## config.mk

```make
export PLATFORM = sky130hd
export DESIGN_NAME = mem_copy_master
export DESIGN_NICKNAME = d
export VERILOG_FILES = /design/src/rtl/mem_copy_master.sv
export SDC_FILE = /design/constraint.sdc
export NUM_CORES = 1
export LEC_CHECK = 0
export CORE_MARGIN = 2
export CORE_UTILIZATION = 54
export CTS_CLUSTER_DIAMETER = 50
export DETAILED_ROUTE_END_ITERATION = 8
export GPL_TIMING_DRIVEN = 0
export MAX_ROUTING_LAYER = met4
export PLACE_DENSITY_LB_ADDON = 0.2
export SETUP_SLACK_MARGIN = 0.4
export SLEW_MARGIN = 20
export SYNTH_ARGS = -nofsm -noshare
export SYNTH_HDL_FRONTEND = slang
export SYNTH_SLANG_ARGS = --single-unit
```

## constraint.sdc

```tcl
create_clock -name clk -period 9 [get_ports clk]
set_input_delay 0.9 -clock clk [delete_from_list [all_inputs] [get_ports clk]]
set_output_delay 0.9 -clock clk [all_outputs]
set_load 0.1 [all_outputs]
```

## src/rtl/mem_copy_master.sv

```systemverilog
// Block-copy bus initiator: moves LEN words from SRC to DST through the data memory
// port, one read cycle then one write cycle per word, and keeps a running checksum.
module mem_copy_master #(
  parameter int AW = 13,
  parameter int DW = 16,
  parameter int LW = 13
) (
  input  logic          clk,
  input  logic          rst_n,
  input  logic          start,
  input  logic [AW-1:0] src_addr,
  input  logic [AW-1:0] dst_addr,
  input  logic [LW-1:0] len,
  output logic [AW-1:0] address,
  output logic [DW-1:0] WriteData,
  output logic          MemRead,
  output logic          MemWrite,
  input  logic [DW-1:0] ReadData,
  output logic          busy,
  output logic          done,
  output logic [DW-1:0] checksum
);

  typedef enum logic [1:0] {IDLE, RD, WR, DONE} state_t;

  state_t        state, state_nxt;
  logic [AW-1:0] src_q, dst_q;
  logic [LW-1:0] len_q, i_q, i_inc;
  logic [DW-1:0] data_q, sum_q;

  assign i_inc = i_q + LW'(1);

  always_ff @(posedge clk or negedge rst_n) begin
    if (!rst_n) begin
      state  <= IDLE;
      src_q  <= '0;
      dst_q  <= '0;
      len_q  <= '0;
      i_q    <= '0;
      data_q <= '0;
      sum_q  <= '0;
    end else begin
      state <= state_nxt;
      case (state)
        IDLE: if (start) begin
          src_q <= src_addr;
          dst_q <= dst_addr;
          len_q <= len;
          i_q   <= '0;
          sum_q <= '0;
        end
        RD: begin
          data_q <= ReadData;
          sum_q  <= sum_q + ReadData;
        end
        WR:      i_q <= i_inc;
        default: ;
      endcase
    end
  end

  // Strobes and address decode purely from state, so an asynchronous reset
  // clears them in the same cycle without waiting for a clock edge.
  always_comb begin
    state_nxt = state;
    address   = '0;
    MemRead   = 1'b0;
    MemWrite  = 1'b0;
    case (state)
      IDLE: if (start) state_nxt = (len == '0) ? DONE : RD;
      RD: begin
        MemRead   = 1'b1;
        address   = src_q + AW'(i_q);
        state_nxt = WR;
      end
      WR: begin
        MemWrite  = 1'b1;
        address   = dst_q + AW'(i_q);
        state_nxt = (i_inc == len_q) ? DONE : RD;
      end
      DONE:    state_nxt = IDLE;
      default: state_nxt = IDLE;
    endcase
  end

  // data_q only changes at the end of RD, so WriteData keeps the last written word elsewhere.
  assign WriteData = data_q;
  assign busy      = (state != IDLE);
  assign done      = (state == DONE);
  assign checksum  = sum_q;

endmodule
```

* Yosys cells after proc, flatten, opt, wreduce, memory -nomap -nowiden
Cells that the tools add are included.
Widths: inputs -> output; s select.
** Word-level totals
- Input bits :: 58
- Flip-flop bits (word level) :: 86
- Output and inout bits :: 49
** Cells by class
- Eq/ne operators :: 5
- Add/sub/neg operators :: 4
- Multiplexer cells :: 11
- Reductions and logical operators :: 8
** Operator list (number)
- $pmux 13 s2 :: 2
- $pmux 16 s2 :: 1
- $add 13x13->13 :: 2
- $add 16x16->16 :: 1
- $mux 16 :: 1
- $add 13x1->13 const B :: 1
- $eq 13x13->1 :: 1
- $logic_not 13->1 :: 1
- $mux 13 :: 1
- $pmux 2 s4 :: 1
- $mux 2 :: 3
- $reduce_and 2->1 :: 3
- $reduce_bool 2->1 :: 3
- $eq 2x2->1 const B :: 2
- $eq 2x1->1 const B :: 1
- $logic_not 2->1 :: 1
- $mux 1 :: 2
- $ne 2x2->1 const B :: 1

* Longest topological paths before layout
- Word-level depth :: 4
- Depth in mapped cells :: 13
- Depth with buffers taken out :: 11

* Worst setup path after synthesis
OpenSTA, ideal clock, no wires.
- Path type :: register -> output
- From :: reg state[0]
- To :: out address[12]
- Data arrival time :: 5.570 ns
- Slack :: 2.530 ns
- Stages on the path, launching flop included :: 14
- Cell sequence :: dfrtp_1 > inv_1 > ha_1 > buf_1 > buf_1 > mux2_2 > ha_1 > fa_1 > a211o_1 > a2111oi_2 > o21ai_0 > a211oi_1 > o21bai_1 > mux2i_1
** On the way
- Cells in the longest elaborated chain, start to end :: 2
- Elaborated cells between the ends (all ways) :: 3
- Classes of those cells :: eq/ne (2); mux (1)
** RTL lines
- start, declared :: RTL line 26 : state_t state, state_nxt;
- start signal, assigned :: RTL line 43 : state <= state_nxt;
- $eq 2x2->1 / $eq 2x1->1 (equally long branches) :: RTL line 69 : case (state)
- $pmux 13 s2 (*) :: RTL line 69
- end, declared :: RTL line 14 : output logic [AW-1:0] address,
Mark *: on every way between the ends. The rest lies on a longest branch, timed or not.

* Worst setup path in the final report
Same ends and word-level chain as after synthesis.

==> results.yml <==
placement:
  portBuffers: 106
  dp.cells: 756
  dpl_worst_slack_ns: 2.61
  gp_congestion: 0.960
  place_hpwl_um: 10200
floorplanning:
  die_area_um2: 10600
  dieWidth_um: 103
  core_area_um2: 9640
  ios: 107
  initial_core_util_pct: 55.0
  die_h_um: 103
  placementRows: 36
global_route:
  antenna_found_initial: 0
  grt_pass1_vias: 4584
  grt_max_degree: 47
  overflow: 0
  grt_util_all_layers_pct: 27.2
  grt_pass1_wl_um: 21700
clock_network:
  numCtsBuffers: 9
  cts.hold.buffers_added: 0
  cts_tree: "done"
  clockBufferDepth: 2
  clock_latency_ns: 0.37
  clkSlewWorstSetupHoldPaths_ns: 0.08
  htree_levels: 3
  post_cts_resized: 0
  cts_setup_buffers: 0
  clock_sinks: 86
  cts_root_buf: "clkbuf_8"
setup_path:
  endpoint_kind: "primary output"
  worst-setup-path-type: "reg -> out"
  crit_arrival_ns: 5.98
  crit_fanout: 10
  cp-start-kind: "flop"
  cp.required_ns: 8.10
  reg2reg_depth: 8
yosys:
  synth_edf_count: 0
  ys_ff_latch: 86
  synth_flop_cell: "dfrtp_1"
  synthDistinctLibCells: 52
  synthTopCellsByArea: "dfrtp_1 41%, mux2_2 14%, ha_1 7.5%"
  async_reset_ff_share_pct: 100
  netlist_instances: 516
  synth_top_area_cell: "dfrtp_1"
  syn_area_um2: 5310
  syn_area_per_cell_um2: 10.3
  seq_area_frac_synth_pct: 40.6
  synth_nets: 608
  synth_top_area_share_pct: 40.6
  synth_most_common_cell: "dfrtp_1"
  yosysWarnings: 0
  synth_common_cells: "86 x dfrtp_1, 68 x mux2_2, 45 x o21ai_0"
timing:
  fin_ws_ns: 2.12
  min_period_ns: 6.88
  fin_setup_tns_ns: 0
  rsz0062_at_grt: "no"
  finClkSkew_ns: 0.00856
  drv_slew: 0
  period_share_pct: 76.5
  tightest_slew_ns: 1.01
  slew_headroom_pct: 32.7
  hold_viol: 0
  setup_viol_count_final: 0
  fmax_mhz: 145
outcome:
  outcome: "completed"
drt:
  routedWlPerCell_um: 17.4
  postRouteAntennaNets: 0
  drt-pass1-iter-count: 4
  via_per_inst: 5.83
  num_vias: 4501
  drc: 0
  drtIter0Drc: 161
  wl_um: 13400
finish:
  layout-drive-gt1-share_pct: 14.6
  antenna_cells: 0
  n_fill_cell: 747
  multi_input_area_um2: 3050
  syn_to_final_growth_pct: 28.1
  layoutNonFillerInstCount: 772
  fin_nets: 726
  seq_area_um2: 2150
hold_path:
  hold_class: "in -> async"
flow_run:
  cap_violations: 0
## layout make-up
| type | count | share of cell area, % |
|---|---|---|
| inverters | 11 | 0.608 |
| plain buffers | 16 | 0.884 |
| repair buffers | 107 | 16.0 |
| clock inverters | 6 | 1.60 |
| clock buffers | 10 | 1.88 |
| multi-input cells | 403 | 44.9 |
| well taps | 133 | 2.45 |
| flip-flops and latches | 86 | 31.7 |
## critical path, cell delays in order (launching register included)
cell and delay [ns]:
dfrtp_1 0.42, inv_1 0.10, ha_1 0.25, buf_1 0.55, buf_1 0.56, mux2_2 0.41
ha_1 0.21, fa_1 0.45, a211o_1 0.33, a2111oi_2 0.39, o21ai_0 0.25, a211oi_1 0.29
o21bai_1 0.11, mux2i_1 0.15, clkdlybuf4s50_1 1.15
## per-stage QoR
stage	hold slack (ns)	cell area [um^2]	utilization, %
2_1_floorplan	0.474	5310	-
3_3_place_gp	0.481	6530	67.8
3_5_place_dp	0.492	6560	68.0
4_1_cts	0.512	6790	70.5
5_1_grt	0.521	6790	70.5
6_report	0.505	6790	70.5
## routing by layer
metal	global-route usage, %	wire length, um
met2	46.7	6990
met1	32.1	5410
met4	11.6	342
met3	3.66	669
met5	-	0
## final timing paths
kind                       slack [ns]      endpoint        start
setup / recovery                 2.12   address[12]     state[0]
hold / removal                   0.51      len_q[9]        rst_n
setup reg to reg                 6.28  checksum[14]  checksum[0]
hold reg to reg                  0.51      dst_q[8]     dst_q[8]
max in group asynchronous        7.89      src_q[3]        rst_n
min in group clk                 0.51      dst_q[8]     dst_q[8]
## cell usage in the layout (no fill, tap or decap), types with 4 or more instances in the layout
cell | netlist | layout
a211oi_1 | 5 | 5
a21o_1 | 7 | 7
a21oi_1 | 25 | 25
a31oi_1 | 4 | 4
and2_1 | 5 | 5
and3_1 | 5 | 5
clkbuf_1 | 13 | 14
clkbuf_8 | 0 | 9
clkdlybuf4s50_1 | 0 | 105
dfrtp_1 | 86 | 86
ha_1 | 32 | 32
inv_1 | 11 | 11
mux2_2 | 68 | 68
mux2i_1 | 6 | 6
nand2_1 | 35 | 35
nand2b_1 | 8 | 8
nand3_1 | 13 | 13
nand4_1 | 5 | 5
nor2_1 | 30 | 30
nor2b_1 | 5 | 5
nor3_1 | 7 | 7
nor3b_1 | 5 | 5
nor4_1 | 5 | 5
o21a_1 | 6 | 6
o21ai_0 | 45 | 45
o21bai_1 | 6 | 6
o31ai_1 | 9 | 9
o41ai_1 | 4 | 4
xnor2_1 | 15 | 15
xor2_1 | 14 | 14
## registers in the layout, summed over array words and instances (netlist names)
register	count
len_q	13
src_q	13
WriteData	16
state	2
dst_q	13
i_q	13
checksum	16
## kinds of logic after synthesis
kind of cell    Yosys count  synth area share, %
xor+xnor                 29                 4.79
flops                    86                 40.6
fa+ha+maj                34                 8.30
compound gates          131                 15.9
buf+inv                  27                 1.91
mux                      74                 15.6
simple gates            135                 12.9
Power is not shown: default switching activity piles up to over one toggle a cycle in this logic, so the estimate is an artifact.
